[src/rtl/key_conditioner.sv]
// Push-button / slide-switch front end: two-flop sync, debounce, edge pulses
// and optional auto-repeat of press pulses, one independent channel per key.
module key_conditioner #(
  parameter int unsigned          NUM_KEYS        = 9,
  parameter int unsigned          DEBOUNCE_CYCLES = 500000,
  parameter int unsigned          REPEAT_DELAY    = 25000000,
  parameter int unsigned          REPEAT_PERIOD   = 5000000,
  parameter logic [NUM_KEYS-1:0]  REPEAT_MASK     = 9'b000001111,
  parameter int unsigned          CNT_WIDTH       = 25
) (
  input  logic                sysclk,
  input  logic                rst,
  input  logic [NUM_KEYS-1:0] raw_keys,
  output logic [NUM_KEYS-1:0] key_level,
  output logic [NUM_KEYS-1:0] key_press,
  output logic [NUM_KEYS-1:0] key_release
);

  typedef enum logic [1:0] {StIdle, StDelay, StRepeat} rpt_st_e;

  localparam logic [CNT_WIDTH-1:0] DebLast = CNT_WIDTH'(DEBOUNCE_CYCLES - 1);
  localparam logic [CNT_WIDTH-1:0] DlyLast = CNT_WIDTH'(REPEAT_DELAY - 1);
  localparam logic [CNT_WIDTH-1:0] PerLast = CNT_WIDTH'(REPEAT_PERIOD - 1);

  logic [NUM_KEYS-1:0] sync1_q, sync2_q;

  always_ff @(posedge sysclk) begin
    if (rst) begin
      sync1_q <= '0;
      sync2_q <= '0;
    end else begin
      sync1_q <= raw_keys;
      sync2_q <= sync1_q;
    end
  end

  for (genvar i = 0; i < NUM_KEYS; i++) begin : g_key
    logic [CNT_WIDTH-1:0] deb_cnt_q, deb_cnt_d;
    logic [CNT_WIDTH-1:0] rpt_cnt_q, rpt_cnt_d;
    rpt_st_e              rpt_st_q, rpt_st_d;
    logic                 level_q, level_d;
    logic                 press_q, press_d;
    logic                 release_q, release_d;
    logic                 acc_press, acc_release, rpt_tick;

    always_comb begin
      deb_cnt_d   = '0;
      level_d     = level_q;
      acc_press   = 1'b0;
      acc_release = 1'b0;
      if (sync2_q[i] != level_q) begin
        if (deb_cnt_q == DebLast) begin
          level_d     = sync2_q[i];
          acc_press   = sync2_q[i];
          acc_release = ~sync2_q[i];
        end else begin
          deb_cnt_d = deb_cnt_q + 1'b1;
        end
      end
    end

    always_comb begin
      rpt_st_d  = rpt_st_q;
      rpt_cnt_d = rpt_cnt_q;
      rpt_tick  = 1'b0;
      unique case (rpt_st_q)
        StIdle: begin
          if (acc_press && REPEAT_MASK[i]) begin
            rpt_st_d  = StDelay;
            rpt_cnt_d = '0;
          end
        end
        StDelay: begin
          if (rpt_cnt_q == DlyLast) begin
            rpt_tick  = 1'b1;
            rpt_cnt_d = '0;
            rpt_st_d  = StRepeat;
          end else begin
            rpt_cnt_d = rpt_cnt_q + 1'b1;
          end
        end
        StRepeat: begin
          if (rpt_cnt_q == PerLast) begin
            rpt_tick  = 1'b1;
            rpt_cnt_d = '0;
          end else begin
            rpt_cnt_d = rpt_cnt_q + 1'b1;
          end
        end
        default: rpt_st_d = StIdle;
      endcase
      // The release pulse is always the last event of a keystroke.
      if (acc_release) begin
        rpt_st_d  = StIdle;
        rpt_cnt_d = '0;
        rpt_tick  = 1'b0;
      end
      press_d   = acc_press | rpt_tick;
      release_d = acc_release;
    end

    always_ff @(posedge sysclk) begin
      if (rst) begin
        deb_cnt_q <= '0;
        rpt_cnt_q <= '0;
        rpt_st_q  <= StIdle;
        level_q   <= 1'b0;
        press_q   <= 1'b0;
        release_q <= 1'b0;
      end else begin
        deb_cnt_q <= deb_cnt_d;
        rpt_cnt_q <= rpt_cnt_d;
        rpt_st_q  <= rpt_st_d;
        level_q   <= level_d;
        press_q   <= press_d;
        release_q <= release_d;
      end
    end

    assign key_level[i]   = level_q;
    assign key_press[i]   = press_q;
    assign key_release[i] = release_q;
  end

endmodule

[config.mk]
export PLATFORM = sky130hd
export DESIGN_NAME = key_conditioner
export DESIGN_NICKNAME = d
export VERILOG_FILES = /design/src/rtl/key_conditioner.sv
export SDC_FILE = /design/constraint.sdc
export NUM_CORES = 1
export LEC_CHECK = 0
export BUFFER_PORTS_ARGS = -buffer_cell sky130_fd_sc_hd__buf_4
export CORE_ASPECT_RATIO = 0.8
export CORE_UTILIZATION = 40
export CTS_BUF_LIST = sky130_fd_sc_hd__clkbuf_8
export DETAILED_ROUTE_END_ITERATION = 10
export MAX_ROUTING_LAYER = met4
export PLACE_DENSITY = 0.61
export REMOVE_ABC_BUFFERS = 1
export SLEW_MARGIN = 5
export SYNTH_ARGS = -nofsm -noshare
export SYNTH_HDL_FRONTEND = slang
export SYNTH_SLANG_ARGS = --single-unit
[constraint.sdc]
create_clock -name sysclk -period 6.2 [get_ports sysclk]
set_clock_uncertainty 0.1 [all_clocks]
set_input_delay 0.62 -clock sysclk [delete_from_list [all_inputs] [get_ports sysclk]]
set_output_delay 0.62 -clock sysclk [all_outputs]
set_load 0.02 [all_outputs]
==> metrics.txt <==
# TYPE chip_impl_metric gauge
chip_impl_metric{name="drv_cap",unit=""} 0
chip_impl_metric{name="comb_power_share",unit="%"} 1.1
chip_impl_metric{name="highest_ir_drop_seen_on_vdd",unit="V"} 0.0001558
chip_impl_metric{name="final_nets",unit=""} 2159
chip_impl_metric{name="gpl_wtd_cong",unit=""} 0.8252
chip_impl_metric{name="final_antenna_net_count",unit=""} 0
chip_impl_metric{name="ctsResizeCount",unit=""} 0
chip_impl_metric{name="min_period",unit="ns"} 3.173
chip_impl_metric{name="largest_net_degree_at_the_start_of_global_routing",unit=""} 55
chip_impl_metric{name="final.period_utilization",unit="%"} 51.17
chip_impl_info{name="worst_path_max_delay_cell",value="sky130_fd_sc_hd__a31oi_1"} 1
chip_impl_info{name="endpoint_kind",value="flip-flop"} 1
chip_impl_metric{name="drcViolationCount",unit=""} 0
chip_impl_metric{name="clock_buffers_created_by_tritoncts",unit=""} 61
chip_impl_metric{name="slack_of_the_critical_path",unit="ns"} 3.027
chip_impl_metric{name="place_area",unit="mm^2"} 0.01844
chip_impl_info{name="layout.cells.most_common_list",value="sky130_fd_sc_hd__dfxtp_1 (378), sky130_fd_sc_hd__nor2_1 (353), sky130_fd_sc_hd__nand2_1 (169)"} 1
chip_impl_info{name="reg2reg_from",value="g_key[1].rpt_cnt_q[22]$_SDFFE_PP0P_"} 1
chip_impl_metric{name="number_of_sinks_on_the_clock_net",unit=""} 378
chip_impl_metric{name="drt_pre_antenna_iters",unit=""} 5
chip_impl_metric{name="area_growth_syn_to_layout",unit="%"} 10.57
chip_impl_metric{name="pwr_density_cell",unit="mW/mm^2"} 240.6
chip_impl_info{name="min_from",value="raw_keys[8]"} 1
chip_impl_metric{name="yosys.cell_types.count",unit=""} 74
chip_impl_info{name="holdCritPathClass",value="in2reg"} 1
chip_impl_metric{name="core_region_area",unit="mm^2"} 0.04356
chip_impl_info{name="ys.flop_type",value="sky130_fd_sc_hd__dfxtp_1"} 1
chip_impl_metric{name="maxSlewViolCount",unit=""} 0
chip_impl_metric{name="total_switching_power",unit="uW"} 1055
chip_impl_metric{name="die_x",unit="um"} 238.2
chip_impl_info{name="yosys.area.top_type",value="sky130_fd_sc_hd__dfxtp_1"} 1
chip_impl_info{name="cts_tree",value="built"} 1
chip_impl_metric{name="floorplan.initialDensity",unit="%"} 40.98
chip_impl_metric{name="routed_wl",unit="mm"} 36.87
chip_impl_metric{name="internal_power",unit="uW"} 3694
chip_impl_metric{name="seq_power_share",unit="%"} 51.4
chip_impl_metric{name="multi_input_area",unit="mm^2"} 0.009642
chip_impl_metric{name="critical_path.max_fanout",unit=""} 19
chip_impl_info{name="final_common_cell",value="sky130_fd_sc_hd__dfxtp_1"} 1
chip_impl_info{name="status",value="finished clean"} 1
chip_impl_info{name="setup_repair_after_global_routing_missed_its_margin",value="false"} 1
chip_impl_metric{name="synthesis.instances",unit=""} 2110
chip_impl_metric{name="fp_rows",unit=""} 68
chip_impl_metric{name="holdWs",unit="ns"} 0.1032
chip_impl_metric{name="post-cts-setup-buffer-count",unit=""} 0
chip_impl_metric{name="count_of_flip_flops_with_a_built_in_enable_after_synthesis",unit=""} 0
chip_impl_metric{name="floorplan.die.height",unit="um"} 191.0
chip_impl_metric{name="finalHoldViolations",unit=""} 0
chip_impl_info{name="holdPathEnd",value="sync1_q[8]$_SDFF_PP0_"} 1
chip_impl_metric{name="max_slew_margin",unit="%"} 19.84
chip_impl_metric{name="synth.cell_area",unit="mm^2"} 0.01785
chip_impl_metric{name="total_leakage_power",unit="uW"} 0.006443
chip_impl_metric{name="insertion_delay",unit="ns"} 0.63
chip_impl_metric{name="grt_use_total",unit="%"} 16.73
chip_impl_metric{name="synth_async_sr_flop_share",unit="%"} 0
chip_impl_info{name="cts_root_cell",value="sky130_fd_sc_hd__clkbuf_8"} 1
chip_impl_metric{name="data_required_critical_path",unit="ns"} 6.57
chip_impl_metric{name="number_of_warnings_printed_during_yosys_synthesis",unit=""} 0
chip_impl_info{name="timing.critical_path.cells",value="or4b_1 -> nor4_4 -> nand2_1 -> a31oi_1 -> a21o_1 -> nor2_1"} 1
chip_impl_metric{name="dr_total_vias",unit=""} 14470
chip_impl_metric{name="cts_hold_buffers",unit=""} 0
chip_impl_metric{name="buffer_ports.inserted",unit=""} 37
chip_impl_metric{name="number_of_global_route_vias_before_repair",unit=""} 13540
chip_impl_metric{name="fraction_of_layout_instances_using_a_drive_strength_above_1",unit="%"} 7.295
chip_impl_metric{name="synth.ff_latch_count",unit=""} 378
chip_impl_metric{name="ff_latch_area",unit="mm^2"} 0.007567
chip_impl_metric{name="routed_via_density",unit=""} 5.242
chip_impl_metric{name="fin_area",unit="mm^2"} 0.01974
chip_impl_metric{name="first_pass_grt_wire_length",unit="mm"} 63.78
chip_impl_metric{name="post-synth-top-area-fraction",unit="%"} 42.39
chip_impl_metric{name="r2r_setup_slack",unit="ns"} 3.03
chip_impl_metric{name="place_hpwl",unit="mm"} 24.62
chip_impl_metric{name="clk_transition_reported_paths",unit="ns"} 0.07
chip_impl_info{name="timing.rr.end",value="g_key[1].rpt_cnt_q[20]$_SDFFE_PP0P_"} 1
chip_impl_metric{name="ys_seq_area_share",unit="%"} 42.39
chip_impl_metric{name="grt_antenna_before_repair",unit=""} 0
chip_impl_metric{name="worstHoldPathCells",unit=""} 2
chip_impl_metric{name="floorplan.die_area",unit="mm^2"} 0.04548
chip_impl_metric{name="maxClockFrequency",unit="MHz"} 315.2
chip_impl_metric{name="grt-ovfl-total",unit=""} 0
chip_impl_metric{name="timing_worst_slew_pin_value",unit="ns"} 1.202
chip_impl_metric{name="timing.reg2reg.worst_path_depth",unit=""} 6
chip_impl_metric{name="setup_total_negative_slack",unit="ns"} 0
chip_impl_metric{name="setup_viol",unit=""} 0
chip_impl_metric{name="antenna_cells_inserted",unit=""} 0
chip_impl_metric{name="clock_power_share",unit="%"} 47.5
chip_impl_metric{name="top_level_ports",unit=""} 38
chip_impl_metric{name="worstPathArrival",unit="ns"} 3.55
chip_impl_metric{name="synth_area_per_cell",unit="um^2"} 8.460
chip_impl_metric{name="critPathMaxStageDelay",unit="ns"} 0.68
chip_impl_info{name="post_synth_main_area_contributors",value="sky130_fd_sc_hd__dfxtp_1 (42%), sky130_fd_sc_hd__nor2_1 (7.4%), sky130_fd_sc_hd__xor2_1 (7.1%)"} 1
chip_impl_metric{name="p_sw_share",unit="%"} 22.21
chip_impl_metric{name="detail_route.wl_per_cell",unit="um"} 13.35
chip_impl_metric{name="dp_worst_setup_slack",unit="ns"} 3.014
chip_impl_metric{name="final.fill_count",unit=""} 4267
chip_impl_metric{name="drtIter0Drc",unit=""} 943
chip_impl_metric{name="clock_path_buffers",unit=""} 3
chip_impl_metric{name="htreeDepth",unit=""} 2
chip_impl_info{name="worst-setup-path-type",value="reg2reg"} 1
chip_impl_info{name="start_kind",value="flip-flop"} 1
## cell usage after synthesis (all sizes together), types with 6 or more instances
master and count:
a21boi 6, a21oi 44, a31oi 34, a32oi 6
and2 18, and3 55, and4 40, buf 34
clkbuf 64, dfxtp 378, ha 30, inv 44
mux2i 9, nand2 170, nand2b 13, nand3 166
nand3b 8, nand4 92, nand4b 10, nor2 353
nor2b 27, nor3 54, nor4 34, nor4b 24
o21a 8, o21ai 27, or3 25, or4 23
xnor2 101, xor2 144
## worst max-delay path: cells and delay by family, from the launching register on
| family | cells | cell delay [ns] |
|---|---|---|
| DFF | 1 | 0.42 |
| AOI/OAI and AO/OA | 2 | 1.30 |
| and+or+nand+nor | 4 | 1.21 |
## worst max-delay path by stage
stage,start,endpoint,cells past startpoint
detailed placement,g_key[1].rpt_cnt_q[22]$_SDFFE_PP0P_,g_key[1].rpt_cnt_q[20]$_SDFFE_PP0P_,6
finish,g_key[1].rpt_cnt_q[22]$_SDFFE_PP0P_,g_key[1].rpt_cnt_q[20]$_SDFFE_PP0P_,6
global placement,g_key[1].rpt_cnt_q[22]$_SDFFE_PP0P_,g_key[1].rpt_cnt_q[24]$_SDFFE_PP0P_,6
global route,g_key[1].rpt_cnt_q[22]$_SDFFE_PP0P_,g_key[1].rpt_cnt_q[20]$_SDFFE_PP0P_,6
CTS,g_key[1].rpt_cnt_q[22]$_SDFFE_PP0P_,g_key[1].rpt_cnt_q[20]$_SDFFE_PP0P_,6
floorplan,g_key[0].deb_cnt_q[11]$_SDFF_PP0_,g_key[0].rpt_cnt_q[11]$_SDFFE_PP0P_,6
## sequential cells by signal (all words and copies together) (netlist names)
| name | flops |
|---|---|
| g_key.deb_cnt_q | 225 |
| g_key.rpt_cnt_q | 100 |
| g_key.level_q | 9 |
| g_key.press_q | 9 |
| g_key.release_q | 9 |
| sync1_q | 9 |
| sync2_q | 9 |
| g_key.rpt_st_q | 8 |
## stage by stage
| step | std cells | total power, uW | util (%) |
|---|---|---|---|
| floorplan | 2012 | 2523 | - |
| global placement | 2650 | 2548 | 42.33 |
| detailed placement | 2650 | 2549 | 42.33 |
| CTS | 2761 | 4832 | 45.31 |
| global route | 2761 | 4957 | 45.31 |
| finish | 2761 | 4749 | 45.31 |
## power groups by stage
stage	Combinational, uW	Clock (uW)	Sequential, uW
finish	54.0	2250	2440
global placement	54.0	0	2490
floorplan	30.3	0	2490
global route	60.5	2460	2440
CTS	55.0	2340	2440
detailed placement	54.9	0	2490
## kinds of logic after synthesis
kind of cell | synth area share, %
adder cells (fa/ha/maj) | 2.103
AND/OR/NAND/NOR | 32.73
flip-flops | 42.39
XOR/XNOR | 12.02
AO/OA/AOI/OAI | 6.617
multiplexers | 0.5047
buffers and inverters | 3.631
## layout make-up
class	instances	share of cell area, %
multi-input combinational	1590	48.85
sequential	378	38.34
clock buffer	77	5.369
tap	595	3.772
timing repair buffer	43	1.635
clock inverter	34	1.198
inverter	44	0.8368
## per-layer routing
layer / wire length, um / up-vias / GRT usage, %
li1: - / 7413 / -
met1: 18970 / 6761 / 22.97
met2: 15570 / 236 / 25.07
met3: 1653 / 63 / 2.903
met4: 671 / 0 / 4.906
met5: 0 / - / -
No activity file was read; power rests on OpenSTA's default activity.
